<file path="src/rtl/fi_pkg.sv">
// fi_pkg: shared fault-mode encodings, slot state type and sizing helper
// for the AXI read-data fault injector.
package fi_pkg;

  localparam logic [1:0] FI_FLIP   = 2'd0;
  localparam logic [1:0] FI_STUCK0 = 2'd1;
  localparam logic [1:0] FI_STUCK1 = 2'd2;
  localparam logic [1:0] FI_DISARM = 2'd3;

  typedef enum logic [1:0] {
    IDLE   = 2'd0,
    ARMED  = 2'd1,
    ACTIVE = 2'd2,
    DONE   = 2'd3
  } fi_slot_state_t;

  // Width of a slot index; a single slot still needs one bit.
  function automatic int fi_slot_w(input int num_slots);
    return (num_slots > 1) ? $clog2(num_slots) : 1;
  endfunction

endpackage

</file>
<file path="src/rtl/fi_slot.sv">
// fi_slot: one fault slot -- config registers, trigger match and per-mode
// mask outputs.
//
// state  | meaning
// IDLE   | disarmed, never applies its mask
// ARMED  | waiting for the beat whose index equals trigger
// ACTIVE | permanent fault, mask applied on every cycle while enabled
// DONE   | transient fault has fired, inert until reconfigured
module fi_slot
  import fi_pkg::*;
#(
  parameter int DATA_W = 32,
  parameter int CNT_W  = 32
) (
  input  logic              clk,
  input  logic              reset,
  input  logic              fi_enable,
  input  logic              s_rvalid,
  input  logic              beat,
  input  logic [CNT_W-1:0]  beat_count,
  input  logic              cfg_we,
  input  logic [CNT_W-1:0]  cfg_trigger,
  input  logic [DATA_W-1:0] cfg_mask,
  input  logic [1:0]        cfg_mode,
  input  logic              cfg_persist,
  output logic              fire,
  output logic [DATA_W-1:0] flip_mask,
  output logic [DATA_W-1:0] zero_mask,
  output logic [DATA_W-1:0] one_mask
);

  fi_slot_state_t    state;
  logic [CNT_W-1:0]  trigger;
  logic [DATA_W-1:0] mask;
  logic [1:0]        mode;
  logic              persist;
  logic              match;
  logic              apply;

  // Reset suppresses the fault in the same cycle so the pass-through stays clean.
  assign match = !reset && fi_enable && (state == ARMED) && (beat_count == trigger);
  assign fire  = match && beat;
  // Applying on valid rather than on beat keeps data stable while ready is low.
  assign apply = (match && s_rvalid) || (!reset && fi_enable && (state == ACTIVE));

  assign flip_mask = (apply && (mode == FI_FLIP))   ? mask : '0;
  assign zero_mask = (apply && (mode == FI_STUCK0)) ? mask : '0;
  assign one_mask  = (apply && (mode == FI_STUCK1)) ? mask : '0;

  // Slot state machine; a cfg write wins over a simultaneous firing.
  always_ff @(posedge clk) begin
    if (reset) begin
      state   <= IDLE;
      trigger <= '0;
      mask    <= '0;
      mode    <= FI_FLIP;
      persist <= 1'b0;
    end else if (cfg_we) begin
      trigger <= cfg_trigger;
      mask    <= cfg_mask;
      mode    <= cfg_mode;
      persist <= cfg_persist;
      state   <= (cfg_mode == FI_DISARM) ? IDLE : ARMED;
    end else if (fire) begin
      state <= persist ? ACTIVE : DONE;
    end
  end

endmodule

</file>
<file path="src/rtl/fi_rdata_injector.sv">
// fi_rdata_injector: AXI R-channel pass-through that corrupts rdata on
// programmed beats and reports each injection to the campaign scoreboard.
module fi_rdata_injector
  import fi_pkg::*;
#(
  parameter  int DATA_W    = 32,
  parameter  int NUM_SLOTS = 4,
  parameter  int CNT_W     = 32,
  localparam int SLOT_W    = fi_slot_w(NUM_SLOTS)
) (
  input  logic              clk,
  input  logic              reset,
  input  logic              fi_enable,
  input  logic              s_rvalid,
  output logic              s_rready,
  input  logic [DATA_W-1:0] s_rdata,
  output logic              m_rvalid,
  input  logic              m_rready,
  output logic [DATA_W-1:0] m_rdata,
  input  logic              cfg_valid,
  input  logic [SLOT_W-1:0] cfg_slot,
  input  logic [CNT_W-1:0]  cfg_trigger,
  input  logic [DATA_W-1:0] cfg_mask,
  input  logic [1:0]        cfg_mode,
  input  logic              cfg_persist,
  output logic [CNT_W-1:0]  beat_count,
  output logic              hit_valid,
  output logic [SLOT_W-1:0] hit_slot,
  output logic [CNT_W-1:0]  hit_beat
);

  logic                 beat;
  logic [NUM_SLOTS-1:0] fire;
  logic [DATA_W-1:0]    flip_m [NUM_SLOTS];
  logic [DATA_W-1:0]    zero_m [NUM_SLOTS];
  logic [DATA_W-1:0]    one_m  [NUM_SLOTS];
  logic [DATA_W-1:0]    f_all;
  logic [DATA_W-1:0]    z_all;
  logic [DATA_W-1:0]    o_all;
  logic [SLOT_W-1:0]    fire_idx;

  assign m_rvalid = s_rvalid;
  assign s_rready = m_rready;
  assign beat     = s_rvalid && m_rready;

  for (genvar i = 0; i < NUM_SLOTS; i++) begin : g_slot
    fi_slot #(
      .DATA_W (DATA_W),
      .CNT_W  (CNT_W)
    ) u_slot (
      .clk         (clk),
      .reset       (reset),
      .fi_enable   (fi_enable),
      .s_rvalid    (s_rvalid),
      .beat        (beat),
      .beat_count  (beat_count),
      .cfg_we      (cfg_valid && (cfg_slot == SLOT_W'(i))),
      .cfg_trigger (cfg_trigger),
      .cfg_mask    (cfg_mask),
      .cfg_mode    (cfg_mode),
      .cfg_persist (cfg_persist),
      .fire        (fire[i]),
      .flip_mask   (flip_m[i]),
      .zero_mask   (zero_m[i]),
      .one_mask    (one_m[i])
    );
  end

  // Merge all applying slots; stuck-1 beats stuck-0 beats flip.
  always_comb begin
    f_all = '0;
    z_all = '0;
    o_all = '0;
    for (int i = 0; i < NUM_SLOTS; i++) begin
      f_all = f_all | flip_m[i];
      z_all = z_all | zero_m[i];
      o_all = o_all | one_m[i];
    end
    m_rdata = ((s_rdata ^ f_all) & ~z_all) | o_all;
  end

  // Lowest-index firing slot wins the report.
  always_comb begin
    fire_idx = '0;
    for (int i = NUM_SLOTS - 1; i >= 0; i--) begin
      if (fire[i]) fire_idx = SLOT_W'(i);
    end
  end

  // Saturating beat counter and registered hit report.
  always_ff @(posedge clk) begin
    if (reset) begin
      beat_count <= '0;
      hit_valid  <= 1'b0;
      hit_slot   <= '0;
      hit_beat   <= '0;
    end else begin
      if (beat && (beat_count != '1)) beat_count <= beat_count + CNT_W'(1);
      hit_valid <= |fire;
      if (|fire) begin
        hit_slot <= fire_idx;
        hit_beat <= beat_count;
      end
    end
  end

endmodule
</file>
<file path="config.mk">
export PLATFORM = sky130hd
export DESIGN_NAME = fi_rdata_injector
export DESIGN_NICKNAME = d
export VERILOG_FILES = /design/src/rtl/fi_pkg.sv /design/src/rtl/fi_slot.sv /design/src/rtl/fi_rdata_injector.sv
export SDC_FILE = /design/constraint.sdc
export NUM_CORES = 1
export LEC_CHECK = 0
export ABC_CLOCK_PERIOD_IN_PS = 4300
export CAP_MARGIN = 30
export CELL_PAD_IN_SITES_DETAIL_PLACEMENT = 0
export CELL_PAD_IN_SITES_GLOBAL_PLACEMENT = 1
export CORE_ASPECT_RATIO = 0.7
export CORE_MARGIN = 3
export CORE_UTILIZATION = 41
export DETAILED_ROUTE_END_ITERATION = 6
export PLACE_DENSITY_LB_ADDON = 0.2
export SETUP_SLACK_MARGIN = 0.1
export SYNTH_ARGS = -nofsm -noshare
export SYNTH_HDL_FRONTEND = slang
export SYNTH_SLANG_ARGS = --single-unit
</file>
<file path="constraint.sdc">
create_clock -name clk -period 4.3 [get_ports clk]
set_clock_uncertainty 0.05 [all_clocks]
set_input_delay 0.86 -clock clk [delete_from_list [all_inputs] [get_ports clk]]
set_output_delay 0.86 -clock clk [all_outputs]
set_load 0.05 [all_outputs]
</file>
=== Word level (Yosys, flattened, before mapping) ===
Index checks and enable logic that the tools add are counted.

* Add/sub/neg operators: 1
* Multiply operators: 0
* Divide/modulo/power cells: 0
* $lt $le $gt $ge: 0
* Equal/unequal tests: 25
* Shifts and indexed selects: 0
* Muxes and demuxes: 29
* Bitwise gates (word level): 13
* Reductions and logical operators: 54

{| class="wikitable"
|+ Operators with widths
! operator !! number
|-
| $mux 32 || 12
|-
| $or 32x32->32 || 10
|-
| $eq 32x32->1 || 4
|-
| $logic_and 1x1->1 || 39
|-
| $add 32x1->32 const B || 1
|-
| $and 32x32->32 || 1
|-
| $ne 32x32->1 const B || 1
|-
| $not 32->32 || 1
|-
| $xor 32x32->32 || 1
|-
| $mux 2 || 12
|-
| $eq 2x2->1 const B || 11
|-
| $eq 2x1->1 const B || 9
|-
| $logic_not 2->1 || 5
|-
| $reduce_bool 2->1 || 4
|-
| $mux 1 || 5
|-
| $logic_or 1x1->1 || 4
|-
| $reduce_or 4->1 || 1
|-
| $logic_not 1->1 || 1
|}

* Register bits: 343
* Bits in latches: 0
* Memory bits (writable): 0
* Memory bits (read-only): 0
* Memories kept: 0

=== Depth between registers and ports, before layout ===
* Depth in word-level cells: 14
* Gate-level depth with buffers: 11

=== Modules after synthesis ===
From an unflattened synthesis, not the netlist that was laid out.

* Cells, all modules: 2540
* Area total of the unflattened synthesis: 20249.4 um2

{| class="wikitable"
|+ By module, submodules not included
! module !! instances !! cells an instance !! area each (um2)
|-
| fi_slot || 4 || 504 || 4048.9
|-
| fi_rdata_injector || 1 || 524 || 4053.9
|}

=== Worst setup path before layout ===
No wires, ideal clock.

* Path type: input -> output
* From: in reset
* To: out m_rdata[9]
* Arrival: 3866 ps
* Required time: 3390 ps
* Setup slack: -476 ps
* Cell stages on the path: 8
* Path buffers: 0
* Cell sequence: and4bb_1 -> nor4b_1 -> nand4_1 -> or4_4 -> a211oi_4 -> a21oi_1 -> and4_1 -> o31ai_1

* Cells in the longest elaborated chain, start to end: 14
* Elaborated cells on any way between the ends: 59
* Those cells by class: mux (12); bitwise (13); reduce/logical (34)

{| class="wikitable"
|+ RTL lines
! what !! RTL line !! text
|-
| from (decl) || fi_rdata_injector.sv:12 || <nowiki>input logic reset,</nowiki>
|-
| $logic_not 1->1 (*) || fi_slot.sv:41, fi_slot.sv:44 ||
|-
| $logic_and 1x1->1 (*) || fi_slot.sv:41, fi_slot.sv:44 ||
|-
| $logic_and 1x1->1 (2 in a row) || fi_slot.sv:41 || <nowiki>assign match = !reset && fi_enable && (state == ARMED) && (beat_count == trigger);</nowiki>
|-
| $logic_and 1x1->1 || fi_slot.sv:44 || <nowiki>assign apply = (match && s_rvalid) || (!reset && fi_enable && (state == ACTIVE));</nowiki>
|-
| $logic_or 1x1->1 || fi_slot.sv:44 ||
|-
| $logic_and 1x1->1 (on tied branches) || fi_slot.sv:46, fi_slot.sv:47 ||
|-
| $mux 32 (on tied branches) || fi_slot.sv:46, fi_slot.sv:47 ||
|-
| $or 32x32->32 (on tied branches) (3 in a row) || fi_rdata_injector.sv:75, fi_rdata_injector.sv:76 ||
|-
| $xor 32x32->32 / $not 32->32 (equally long branches) || fi_rdata_injector.sv:79 || <nowiki>m_rdata = ((s_rdata ^ f_all) & ~z_all) | o_all;</nowiki>
|-
| $and 32x32->32 || fi_rdata_injector.sv:79 ||
|-
| $or 32x32->32 (*) || fi_rdata_injector.sv:79 ||
|-
| to (decl) || fi_rdata_injector.sv:19 || <nowiki>output logic [DATA_W-1:0] m_rdata,</nowiki>
|}

Every way passes the cells marked *; elsewhere a longest branch is shown, timed or not.

=== Worst setup path in the final report ===
* From: reg beat_count[19]
* To: out m_rdata[1]

* Cells in the longest elaborated chain, start to end: 12
* Elaborated cells on any way between the ends: 53
* Those cells by class: eq/ne (4); mux (12); bitwise (13); reduce/logical (24)

{| class="wikitable"
|+ RTL lines
! what !! RTL line !! text
|-
| from (decl) || fi_rdata_injector.sv:26 || <nowiki>output logic [CNT_W-1:0] beat_count,</nowiki>
|-
| from (signal assigned) || fi_rdata_injector.sv:98 || <nowiki>if (beat && (beat_count != '1)) beat_count <= beat_count + CNT_W'(1);</nowiki>
|-
| $eq 32x32->1 || fi_slot.sv:41 ||
|-
| $logic_and 1x1->1 || fi_slot.sv:41 ||
|-
| $logic_and 1x1->1 || fi_slot.sv:44 ||
|-
| $logic_or 1x1->1 || fi_slot.sv:44 ||
|-
| $logic_and 1x1->1 (on tied branches) || fi_slot.sv:46, fi_slot.sv:47 ||
|-
| $mux 32 (on tied branches) || fi_slot.sv:46, fi_slot.sv:47 ||
|-
| $or 32x32->32 (on tied branches) (3 in a row) || fi_rdata_injector.sv:75, fi_rdata_injector.sv:76 ||
|-
| $xor 32x32->32 / $not 32->32 (equally long branches) || fi_rdata_injector.sv:79 ||
|-
| $and 32x32->32 || fi_rdata_injector.sv:79 ||
|-
| $or 32x32->32 (*) || fi_rdata_injector.sv:79 ||
|}

Marks and branches as above.

==> results.tsv <==
metric	value	unit
drt_drc_violations_left	23	
start_util	42.2	%
r2r_end	beat_count[22]$_SDFFE_PP0P_	
power.leakage	0.00786	uW
post-route-util	57.4	%
worst_slew_pin_slew	1.08	ns
critPathCapture	m_rdata[1]	
yosysTopAreaCell	dfxtp_1	
crit_path_max_incr_delay	0.55	ns
syn_area_per_cell	7.64	sq um
mostFrequentLayoutCells	nand2_1, dfxtp_1, a21oi_1, clkdlybuf4s50_1, buf_4	
placed_cell_area	20800	sq um
cts_buffers	37	
critPathLaunch	beat_count[19]$_SDFFE_PP0P_	
ir_worst_vdd	0.343	mV
ant_nets	0	
drt_pass1_iterations	7	
cts-root-buf	clkbuf_16	
antenna_found_initial	3	
dp_cells	2924	
cts_tree	built	
grt_util_met3	7.47	%
setup_viol	31	
num_rows	61	
grt_pass1_vias	16800	
port-buffer-count	207	
ys_ff_latch	343	
seq_area	6900	sq um
clock-sinks	343	
layout_commonest_cell	nand2_1	
async_reset_ff_share	0	%
relSlewSlack	28.0	%
outcome	finished, violations left	
cpMaxStageDelayCell	or4_4	
vias_per_cell	5.94	
fillers	3579	
slew_viol_final	0	
ys.flop_type	dfxtp_1	
worstHoldPathType	register to register	
finish.net_count	2548	
period_needed	4.56	ns
finalSetupTns	-5.90	ns
cp_cell_sequence	xor2_1, nor4_1, nand2_1, or4_4, a211oi_4, buf_6, buf_6, buf_12, a21oi_2, mux2_4, o211ai_4, buf_12	
crit_path_max_fanout	8	
clk-insertion-delay-late	0.54	ns
syn_area	17000	sq um
htreeDepth	2	
end_kind	primary output	
worst_ep_required_time	3.39	ns
final_cells	3006	
yosysSeqAreaShare	40.3	%
synth_top_area_share	40.3	%
grt.busiest_layer	met1	
grt_pass1_wl	104000	um
routed_wl	69400	um
fin_crit_sh	106	%
yosys_warnings	0	
gp_congestion	0.941	
die_h	176	um
dp_hpwl	45800	um
core	40300	sq um
synthTopCellsByArea	dfxtp_1, nand2_1, a21oi_1	
r2r_setup_slack	1.07	ns
met2_usage	43.6	%
cp.arrival	3.65	ns
finalWorstSetupSlack	-0.261	ns
startpoint_type	register	
final_area	23100	sq um
final_layout_size_suffix_gt1_share	16.4	%
hold_viol_final	0	
synth_edf_count	0	
violations	design-rule violations, negative setup slack	
wire_per_inst	23.1	um
cap_viol_max_count	0	
powerDensity	331	nW/um^2
synth_cell_types	60	
r2r_start	beat_count[11]$_SDFFE_PP0P_	
first_iter_violations	2382	
multi_input_comb_area	10200	sq um
clk_pin_slew	0.06	ns
whs	0.398	ns
worstSetupPathType	register to primary output	
grtUsageMet1	45.6	%
clock.fmax	219	MHz
r2r_cells	10	
area_growth	35.8	%
vias	17800	
rsz0062_at_grt	true	
io_pins	208	
syn_nets	2335	
fp.dieArea	44000	sq um
die_w	250	um
grt_usage	30.4	%
grt_max_degree	88	
overflow	0	
syn_inst	2227	
cts_buffer_depth	3	
## metal layers
metal  vias to the layer above  wire length (um)
met5                         -                 0
met4                         0              1430
met3                       117              7850
met2                       970             28800
met1                      8598             31400
li1                       8161                 -
## synthesized netlist by cell type, types with 4 or more instances
cell type	instances
or3_1	9
buf_2	23
a21boi_0	5
a21oi_1	346
clkbuf_1	139
mux2_4	9
buf_4	4
dfxtp_1	343
nor3_1	16
nor2b_1	5
a22oi_1	32
o211ai_2	26
buf_6	5
o211ai_1	32
nor4_1	25
nand4_1	53
nor2_1	49
nor3b_1	5
nand3_1	18
a22o_1	4
mux2_2	17
and3_1	10
nand2_1	698
a222oi_1	57
o21ai_0	40
buf_1	11
xnor2_1	105
inv_1	18
and4_1	9
o31ai_1	4
xor2_1	47
nor4b_1	5
nand2b_1	11
## state kept, by name (all words and copies together), names as in the netlist
register and cells:
hit_valid 1, g_slot.u_slot.mask 128, hit_beat 32, g_slot.u_slot.trigger 128
beat_count 32, g_slot.u_slot.persist 4, hit_slot 2, g_slot.u_slot.state 8
g_slot.u_slot.mode 8
## power breakdown
group / internal [uW] / switching, uW / leakage, uW
clock network: 2030 / 1400 / 0.000637
registers: 3260 / 85.6 / 0.00279
logic: 354 / 516 / 0.00443
## cell type report
| type | count | share of cell area [%] |
|---|---|---|
| timing repair buffer | 356 | 17.1 |
| clock buffer | 50 | 4.70 |
| antenna | 2 | 0.0216 |
| tap | 535 | 2.89 |
| sequential | 343 | 29.8 |
| multi-input combinational | 1684 | 44.2 |
| inverter | 18 | 0.292 |
| clock inverter | 18 | 0.920 |
## worst min path at each step
stage / to / depth (start not counted) / from
3_5_place_dp: hit_beat[20]$_SDFFE_PP0P_ / 2 / hit_beat[20]$_SDFFE_PP0P_
2_1_floorplan: g_slot[1].u_slot.persist$_SDFFE_PP0P_ / 2 / g_slot[1].u_slot.persist$_SDFFE_PP0P_
3_3_place_gp: hit_beat[23]$_SDFFE_PP0P_ / 2 / hit_beat[23]$_SDFFE_PP0P_
5_1_grt: hit_beat[17]$_SDFFE_PP0P_ / 2 / hit_beat[17]$_SDFFE_PP0P_
4_1_cts: hit_beat[20]$_SDFFE_PP0P_ / 2 / hit_beat[20]$_SDFFE_PP0P_
6_report: hit_beat[20]$_SDFFE_PP0P_ / 2 / hit_beat[20]$_SDFFE_PP0P_
## stage by stage
step,setup slack (ns),total power [uW]
2_1_floorplan,0.0580,3800
3_3_place_gp,-0.352,4210
3_5_place_dp,-0.424,4220
4_1_cts,-0.244,7660
5_1_grt,-0.386,7880
6_report,-0.261,7650
## critical path, delay by kind of cell, from the launching register on
kind / cells / cell delay, ns
and+or+nand+nor: 3 / 1.00
AOI/OAI and AO/OA: 3 / 0.59
buffers and inverters: 4 / 0.56
DFF: 1 / 0.52
muxes: 1 / 0.27
xor gates and xnor gates: 1 / 0.18
## repair_timing
item / CTS / global route
endpoints found under the setup margin: 32 / 32
pin swaps: 31 / 33
gates cloned: 4 / 0
resized for setup: 105 / 60
hold buffers: 0 / 0
buffers inserted: 5 / 3
## cells by family after synthesis
logic type | Yosys count | share of synthesized area, %
xor+xnor | 152 | 7.82
compound gates | 572 | 21.4
flops | 343 | 40.3
fa+ha+maj | 1 | 0.0735
buf+inv | 200 | 4.89
simple gates | 931 | 23.4
mux | 28 | 2.04
Power figures use the tool's default switching activity.
